`config.mk`:
```
export PLATFORM = sky130hd
export DESIGN_NAME = adc_meas_sched
export DESIGN_NICKNAME = d
export VERILOG_FILES = /design/src/rtl/adc_meas_sched.sv
export SDC_FILE = /design/constraint.sdc
export NUM_CORES = 1
export LEC_CHECK = 0
export ABC_AREA = 1
export CORE_MARGIN = 2
export CORE_UTILIZATION = 47
export DETAILED_ROUTE_END_ITERATION = 16
export HOLD_SLACK_MARGIN = 0.15
export PLACE_DENSITY = 0.77
export SLEW_MARGIN = 10
export SYNTH_ARGS = -nofsm -noshare
export SYNTH_HDL_FRONTEND = slang
export SYNTH_SLANG_ARGS = --single-unit
export TNS_END_PERCENT = 1
```
`constraint.sdc`:
```
create_clock -name mclk -period 1.59 [get_ports mclk]
set_input_delay 0.318 -clock mclk [delete_from_list [all_inputs] [get_ports mclk]]
set_output_delay 0.318 -clock mclk [all_outputs]
set_load 0.1 [all_outputs]
```
`src/rtl/adc_meas_sched.sv`:
```
// Measurement scheduler for the multi-slope ADC: walks the input mux through
// signal/zero/reference conversions and buffers tagged results for the framer.
module adc_meas_sched #(
  parameter int SETTLE_CYC  = 40,
  parameter int TIMEOUT_CYC = 60000,
  parameter int ZERO_EVERY  = 8
) (
  input  logic        mclk,
  input  logic        rst_n,
  input  logic        run,
  input  logic        clr_flags,
  input  logic        conv_done,
  input  logic [31:0] conv_result,
  output logic [1:0]  mux_sel,
  output logic        conv_start,
  output logic        busy,
  output logic        res_valid,
  input  logic        res_ready,
  output logic [31:0] res_data,
  output logic [1:0]  res_tag,
  output logic [7:0]  res_seq,
  output logic        overflow,
  output logic        timeout
);

  typedef enum logic [2:0] {IDLE, SELECT, START, WAIT, ADVANCE} state_t;

  localparam logic [19:0] SETTLE_LIM = 20'(SETTLE_CYC);
  localparam logic [19:0] TMO_LIM    = 20'(TIMEOUT_CYC - 1);
  localparam logic [7:0]  ZE_LIM     = 8'(ZERO_EVERY);
  localparam logic [1:0]  PH_SIG     = 2'd0;
  localparam logic [1:0]  PH_ZERO    = 2'd1;
  localparam logic [1:0]  PH_REF     = 2'd2;

  state_t      state, next_state;
  logic [19:0] cnt;
  logic [1:0]  phase, next_phase;
  logic [7:0]  sig_cnt, next_sig_cnt;
  logic [7:0]  seq;
  logic        retry;
  logic        done_ev, tmo_ev, load;

  always_ff @(posedge mclk or negedge rst_n) begin
    if (!rst_n) state <= IDLE;
    else        state <= next_state;
  end

  always_comb begin
    next_state = state;
    case (state)
      IDLE:    if (run) next_state = SELECT;
      SELECT:  if (cnt == SETTLE_LIM) next_state = START;
      START:   next_state = WAIT;
      WAIT:    if (conv_done || cnt == TMO_LIM) next_state = ADVANCE;
      ADVANCE: next_state = run ? SELECT : IDLE;
      default: next_state = IDLE;
    endcase
  end

  always_comb begin
    conv_start = (state == START);
    busy       = (state != IDLE);
    done_ev    = (state == WAIT) && conv_done;
    tmo_ev     = (state == WAIT) && !conv_done && (cnt == TMO_LIM);
    load       = done_ev && (!res_valid || res_ready);
  end

  // A retried (timed-out) conversion keeps both the phase and the signal count.
  always_comb begin
    next_phase   = phase;
    next_sig_cnt = sig_cnt;
    if (!retry) begin
      case (phase)
        PH_SIG: begin
          if (sig_cnt + 8'd1 == ZE_LIM) begin
            next_sig_cnt = 8'd0;
            next_phase   = PH_ZERO;
          end else begin
            next_sig_cnt = sig_cnt + 8'd1;
          end
        end
        PH_ZERO: next_phase = PH_REF;
        default: next_phase = PH_SIG;
      endcase
    end
  end

  always_ff @(posedge mclk or negedge rst_n) begin
    if (!rst_n) begin
      cnt     <= '0;
      mux_sel <= PH_SIG;
      phase   <= PH_SIG;
      sig_cnt <= '0;
      retry   <= 1'b0;
      seq     <= '0;
    end else begin
      if (state != next_state)                 cnt <= '0;
      else if (state == SELECT || state == WAIT) cnt <= cnt + 20'd1;
      if (state == IDLE && run)    mux_sel <= phase;
      if (state == ADVANCE && run) mux_sel <= next_phase;
      if (state == ADVANCE) begin
        phase   <= next_phase;
        sig_cnt <= next_sig_cnt;
        retry   <= 1'b0;
      end else if (tmo_ev) begin
        retry <= 1'b1;
      end
      if (done_ev) seq <= seq + 8'd1;
    end
  end

  // Single-entry output buffer; a drain and a reload may happen on the same edge.
  always_ff @(posedge mclk or negedge rst_n) begin
    if (!rst_n) begin
      res_valid <= 1'b0;
      res_data  <= '0;
      res_tag   <= '0;
      res_seq   <= '0;
      overflow  <= 1'b0;
      timeout   <= 1'b0;
    end else begin
      if (load) begin
        res_valid <= 1'b1;
        res_data  <= conv_result;
        res_tag   <= mux_sel;
        res_seq   <= seq + 8'd1;
      end else if (res_valid && res_ready) begin
        res_valid <= 1'b0;
      end
      if (done_ev && !load) overflow <= 1'b1;
      else if (clr_flags)   overflow <= 1'b0;
      if (tmo_ev)         timeout <= 1'b1;
      else if (clr_flags) timeout <= 1'b0;
    end
  end

endmodule

```
# Word level (Yosys, flattened, before mapping)
# Index checks and enable logic that the tools add are counted.
# W data, S select, Z words.
# op_classes
n_eq_ne	9
addsub	3
bitwise	1
n_reduce_logical	24
mux	20
# op_table
operator	n
$mux W20	2
$add A20 B1 Y20 const B	1
$eq A20 B16 Y1 const B	1
$eq A20 B6 Y1 const B	1
$add A8 B1 Y8 const B	2
$pmux W3 S5	1
$reduce_bool A2 Y1	6
$mux W3	3
$eq A8 B4 Y1 const B	1
$logic_and A1 B1 Y1	8
$mux W1	8
$mux W2	4
$mux W8	1
$eq A3 B2 Y1 const B	2
$pmux W2 S2	1
$eq A3 B1 Y1 const B	1
$eq A3 B3 Y1 const B	1
$logic_not A1 Y1	3
$logic_not A3 Y1	1
$logic_or A1 B1 Y1	3
$ne A3 B3 Y1	1
$reduce_and A3 Y1	1
$reduce_bool A3 Y1	1
$eq A2 B1 Y1 const B	1
other kinds (2)	2
# word_totals
word_cells	70
reg_bits	89
in_bits	38
output_inout_bits	49

# Longest topological paths before layout
# logic_depth
ltp_word	6
mapped_depth	14
mapped_depth_nobuf	13

# Worst setup path after synthesis
# No wires, ideal clock.
# synth_timing
path_kind	register to register
start	register res_valid
end	register res_tag[1]
path_stages_with_launch	9
path_slack_ps	-188
setup_time_ps	68
arrival_time_ps	1711
path_buffers	2
required_ps	1522
period_less_slack_ps	1778
cell_sequence	dfrtp_1 > inv_1 > nor2_1 > nor2_1 > inv_1 > buf_2 > buf_2 > nand2_1 > nand2_1
# synth_between
elab_chain_len	3
# synth_rtl
element	line_no	rtl
start: declaration	17	output logic res_valid,
start signal: assignment	115	res_valid <= 1'b0;
start signal: assignment	123	res_valid <= 1'b1;
start signal: assignment	128	res_valid <= 1'b0;
$logic_not A1 Y1	65	load = done_ev && (!res_valid || res_ready);
$logic_or A1 B1 Y1	65	
$logic_and A1 B1 Y1	65	
end signal: assignment	125	res_tag <= mux_sel;
end: declaration	20	output logic [1:0] res_tag,
# Every way passes these cells.
# A chain may end at the register's enable or synchronous reset.

# Final worst setup path
# layout_timing
start	register cnt[1]
end	register cnt[15]
# layout_between
elab_chain_len	6
elab_cells_between_ends	11
classes_between	add/sub: 1; eq/ne: 3; mux: 5; reduce/logical: 2
# layout_rtl
element	line_no	rtl
start: declaration	36	logic [19:0] cnt;
start signal: assignment	98	else if (state == SELECT || state == WAIT) cnt <= cnt + 20'd1;
$eq A20 B16 Y1	54	WAIT: if (conv_done || cnt == TMO_LIM) next_state = ADVANCE;
$logic_or A1 B1 Y1	54	
$mux W3	54	
$pmux W3 S5	50	case (state)
$ne A3 B3 Y1	97	if (state != next_state) cnt <= '0;
$mux W20 / $reduce_bool A2 Y1 (equally long branches)	n/a	
# Parallel ways exist; a longest one is shown, timed or not. The select of a mux whose other input is x is not followed.

==> run_summary.xml <==
<?xml version="1.0" encoding="UTF-8"?>
<metrics>
  <group name="global_route">
    <metric name="total_gr_overflow" unit="">0</metric>
    <metric name="number_of_antenna_violations_at_the_first_check_in_global_routing" unit="">0</metric>
    <metric name="largest_net_degree_at_the_start_of_global_routing" unit="">36</metric>
    <metric name="number_of_global_route_vias_before_repair" unit="">3922</metric>
    <metric name="grt_use_total" unit="">0.228</metric>
    <metric name="wire_length_of_the_first_global_routing_pass" unit="um">18300</metric>
  </group>
  <group name="setup_path">
    <metric name="register_to_register_setup_slack" unit="ns">-0.27</metric>
    <metric name="worstPathMaxFanout" unit="">5</metric>
    <metric name="r2r_start" unit="">cnt[1]</metric>
    <metric name="timing_worst_setup_path_type" unit="">flop to flop</metric>
    <metric name="critical_path.endpoint_type" unit="">flop</metric>
    <metric name="timing.critical_path.required" unit="ns">1.85</metric>
    <metric name="crit_arrival" unit="ns">2.12</metric>
    <metric name="ff2ff_path_depth" unit="">12</metric>
    <metric name="rr_endpoint" unit="">cnt[15]</metric>
    <metric name="timing.critical_path.from_type" unit="">flop</metric>
  </group>
  <group name="power_and_ir_drop">
    <metric name="max-vdd-ir-drop" unit="uV">413</metric>
    <metric name="power.total" unit="mW">4.81</metric>
    <metric name="powerDensity" unit="mW/mm2">732</metric>
    <metric name="leakagePower" unit="nW">3.23</metric>
  </group>
  <group name="finish">
    <metric name="layout.nets" unit="">707</metric>
    <metric name="areaGrowthSynthToFinish" unit="%">50.6</metric>
    <metric name="register_area" unit="mm2">0.00223</metric>
    <metric name="num-fill-cells" unit="">620</metric>
    <metric name="drive_gt1_frac" unit="">0.258</metric>
    <metric name="diodes" unit="">0</metric>
    <metric name="multiInputGateArea" unit="mm2">0.00197</metric>
  </group>
  <group name="synthesis">
    <metric name="synthesis.area_per_instance" unit="um2">8.16</metric>
    <metric name="synth.yosys.seq_area_share" unit="">0.510</metric>
    <metric name="number_of_storage_elements_in_the_synthesis_netlist" unit="">89</metric>
    <metric name="synthMostInstantiatedCell" unit="">sky130_fd_sc_hd__nand2_1</metric>
    <metric name="synth-main-ff-cell" unit="">sky130_fd_sc_hd__dfrtp_1</metric>
    <metric name="netlist_top_cells_count" unit="">197 x sky130_fd_sc_hd__nand2_1, 89 x sky130_fd_sc_hd__dfrtp_1, 50 x sky130_fd_sc_hd__inv_1</metric>
    <metric name="async_flop_share" unit="">1.00</metric>
    <metric name="synth_largest_area_cell" unit="">sky130_fd_sc_hd__dfrtp_1</metric>
    <metric name="synthTopCellsByArea" unit="">sky130_fd_sc_hd__dfrtp_1 51%, sky130_fd_sc_hd__nand2_1 17%, sky130_fd_sc_hd__inv_1 4.3%</metric>
    <metric name="ys_warn_count" unit="">0</metric>
    <metric name="synth_top_area_frac" unit="">0.510</metric>
    <metric name="syn_inst" unit="">535</metric>
    <metric name="postSynthNetCount" unit="">577</metric>
    <metric name="mappedNetlistArea" unit="mm2">0.00436</metric>
    <metric name="synth_enable_flop_cells" unit="">0</metric>
    <metric name="synth.distinct_cells" unit="">32</metric>
  </group>
  <group name="clock_network">
    <metric name="clock-root-buffer" unit="">sky130_fd_sc_hd__clkbuf_8</metric>
    <metric name="clk_latency" unit="ns">0.36</metric>
    <metric name="number_of_sinks_on_the_clock_net" unit="">89</metric>
    <metric name="clock_path_buffers" unit="">2</metric>
    <metric name="cts_tree" unit="">done</metric>
    <metric name="cts_inserted_buffers" unit="">9</metric>
    <metric name="h_tree_depth" unit="">3</metric>
    <metric name="cts.clk_slew.worst_paths" unit="ns">0.09</metric>
  </group>
  <group name="timing">
    <metric name="finalSetupViolCount" unit="">30</metric>
    <metric name="slew_headroom" unit="">0.736</metric>
    <metric name="tightestPinTransition" unit="ns">0.396</metric>
    <metric name="final.period_utilization" unit="">1.17</metric>
    <metric name="finClkSkew" unit="ns">0.0133</metric>
    <metric name="setup_repair_after_global_routing_missed_its_margin" unit="">yes</metric>
    <metric name="final-max-slew-violation-count" unit="">0</metric>
    <metric name="total_count_of_hold_check_failures_in_the_final_report" unit="">0</metric>
    <metric name="layout_setup_ws" unit="ns">-0.273</metric>
    <metric name="final.min_clock_period" unit="ns">1.86</metric>
    <metric name="max_freq" unit="GHz">0.537</metric>
  </group>
  <group name="placement">
    <metric name="gp_congestion" unit="">0.920</metric>
    <metric name="place_worst_setup_slack" unit="ns">-0.259</metric>
    <metric name="portBuffers" unit="">86</metric>
    <metric name="dp_hpwl" unit="um">8100</metric>
  </group>
  <group name="outcome">
    <metric name="violations" unit="">setup timing</metric>
    <metric name="run_status" unit="">finished, violations left</metric>
  </group>
  <group name="routing">
    <metric name="route.detailed.wl_per_inst" unit="um">15.0</metric>
    <metric name="iter_0_drt_violations" unit="">222</metric>
    <metric name="viasPerCell" unit="">5.15</metric>
    <metric name="vias" unit="">4026</metric>
    <metric name="post_route_drc" unit="">0</metric>
    <metric name="detail_route.first_pass.iterations" unit="">5</metric>
    <metric name="wl" unit="um">11700</metric>
    <metric name="antenna_violating_nets_post_route" unit="">0</metric>
  </group>
  <group name="worst_hold_path">
    <metric name="hold_crit_path_type" unit="">primary input to asynchronous set/reset pin</metric>
  </group>
  <group name="die">
    <metric name="die_width" unit="um">100</metric>
    <metric name="ios" unit="">87</metric>
    <metric name="floorplan.initialDensity" unit="">0.479</metric>
    <metric name="dieHeight" unit="um">100</metric>
    <metric name="fp-row-count" unit="">35</metric>
    <metric name="design.core.area" unit="mm2">0.00911</metric>
    <metric name="die-area" unit="mm2">0.0101</metric>
  </group>
  <group name="run">
    <metric name="max-cap-violations" unit="">0</metric>
  </group>
</metrics>
[critical path, stage by stage, from the launching register on]
cell and delay, ns:
sky130_fd_sc_hd__dfrtp_1 0.41, sky130_fd_sc_hd__inv_2 0.10, sky130_fd_sc_hd__ha_4 0.13, sky130_fd_sc_hd__inv_2 0.03, sky130_fd_sc_hd__nor2_2 0.08, sky130_fd_sc_hd__nand2_1 0.07
sky130_fd_sc_hd__nor2_2 0.13, sky130_fd_sc_hd__nand3_4 0.13, sky130_fd_sc_hd__nor3_4 0.27, sky130_fd_sc_hd__nor2_4 0.10, sky130_fd_sc_hd__buf_4 0.15, sky130_fd_sc_hd__nand4_1 0.09
sky130_fd_sc_hd__nand2_1 0.06
[report_power, final]
part | total [mW] | internal (mW) | switching (mW) | leakage [nW]
clock network | 1.61 | 0.748 | 0.865 | 0.0994
logic | 0.801 | 0.354 | 0.447 | 1.91
registers | 2.40 | 2.32 | 0.0737 | 1.21
[registers in the layout, indices dropped and copies added (netlist names), 2 cells and up]
| register | cells |
|---|---|
| res_tag | 2 |
| state | 3 |
| cnt | 20 |
| sig_cnt | 8 |
| res_seq | 8 |
| phase | 2 |
| res_data | 32 |
| seq | 8 |
| mux_sel | 2 |
[placed cells by master (no fill, tap or decap), types with 2 or more instances in the layout]
| cell type | n |
|---|---|
| sky130_fd_sc_hd__clkdlybuf4s50_1 | 36 |
| sky130_fd_sc_hd__buf_12 | 54 |
| sky130_fd_sc_hd__clkbuf_8 | 9 |
| sky130_fd_sc_hd__dfrtp_2 | 2 |
| sky130_fd_sc_hd__nor4_1 | 2 |
| sky130_fd_sc_hd__xnor2_1 | 4 |
| sky130_fd_sc_hd__nand2_8 | 2 |
| sky130_fd_sc_hd__nor2_2 | 16 |
| sky130_fd_sc_hd__buf_6 | 5 |
| sky130_fd_sc_hd__buf_4 | 41 |
| sky130_fd_sc_hd__nor3_1 | 5 |
| sky130_fd_sc_hd__xor2_1 | 19 |
| sky130_fd_sc_hd__nand2_4 | 3 |
| sky130_fd_sc_hd__nor2_1 | 34 |
| sky130_fd_sc_hd__dfrtp_1 | 87 |
| sky130_fd_sc_hd__nand3_4 | 2 |
| sky130_fd_sc_hd__a21oi_1 | 2 |
| sky130_fd_sc_hd__nand2_1 | 193 |
| sky130_fd_sc_hd__clkinv_4 | 3 |
| sky130_fd_sc_hd__nand3_1 | 17 |
| sky130_fd_sc_hd__inv_2 | 11 |
| sky130_fd_sc_hd__ha_1 | 2 |
| sky130_fd_sc_hd__nand2_2 | 3 |
| sky130_fd_sc_hd__nor2_4 | 6 |
| sky130_fd_sc_hd__nor3_2 | 4 |
| sky130_fd_sc_hd__o21ai_0 | 16 |
| sky130_fd_sc_hd__o22ai_1 | 2 |
| sky130_fd_sc_hd__nand3b_1 | 4 |
| sky130_fd_sc_hd__o21ai_1 | 5 |
| sky130_fd_sc_hd__nand4_1 | 22 |
| sky130_fd_sc_hd__inv_1 | 43 |
[cell families (layout without fill, tap and decap cells)]
logic type,count (synthesis),count (layout),share of synthesized area
AOI/OAI and AO/OA,26,26,0.0315
xor gates and xnor gates,24,24,0.0482
adders and majority gates,4,4,0.0115
DFF,89,89,0.510
and+or+nand+nor,318,318,0.323
muxes,1,1,0.00258
buffers and inverters,73,208,0.0726
[routing by layer]
metal  wire length, um  share of wire  global-route usage  up-vias
met5                 0              0                   0        -
met4               271          0.023              0.0674        0
met3               671          0.057              0.0474       30
met2              5970           0.51               0.381      153
met1              4760           0.41               0.302     1912
li1                  -              -                   -     1931
[final cells by class]
cell class	instances	area share
Inverter	55	0.0318
Clock inverter	6	0.0122
Tap cell	111	0.0211
Sequential cell	89	0.339
Multi-Input combinational cell	373	0.300
Clock buffer	10	0.0194
Timing Repair Buffer	137	0.276
[through the flow]
| step | hold WS, ns | std cells | setup TNS [ns] | utilization | instance area (um2) |
|---|---|---|---|---|---|
| final | 0.414 | 781 | -4.89 | 0.721 | 6570 |
| after global routing | 0.447 | 781 | -9.79 | 0.721 | 6570 |
| after CTS | 0.435 | 778 | -3.26 | 0.707 | 6440 |
| after detailed placement | 0.274 | 760 | -5.82 | 0.675 | 6150 |
| after global placement | 0.272 | 760 | -1.63 | 0.675 | 6150 |
| after floorplan | 0.0224 | 535 | -0.979 | - | 4360 |
[worst max path at each step]
stage / start / endpoint / slack, ns / depth (start not counted)
after global routing: cnt[0] / cnt[15] / -0.37 / 12
after CTS: cnt[0] / cnt[14] / -0.20 / 14
after detailed placement: cnt[0] / cnt[14] / -0.26 / 12
final: cnt[1] / cnt[15] / -0.27 / 12
after global placement: cnt[0] / cnt[17] / -0.12 / 8
after floorplan: cnt[0] / cnt[17] / -0.07 / 13
[what timing repair did]
item,CTS,global route
resized for setup,21,26
endpoints found under the setup margin,27,82
endpoints found under the hold margin,26,0
pin swaps,6,21
hold buffers,1,0
setup buffers,1,3
Power figures use the tool's default switching activity.
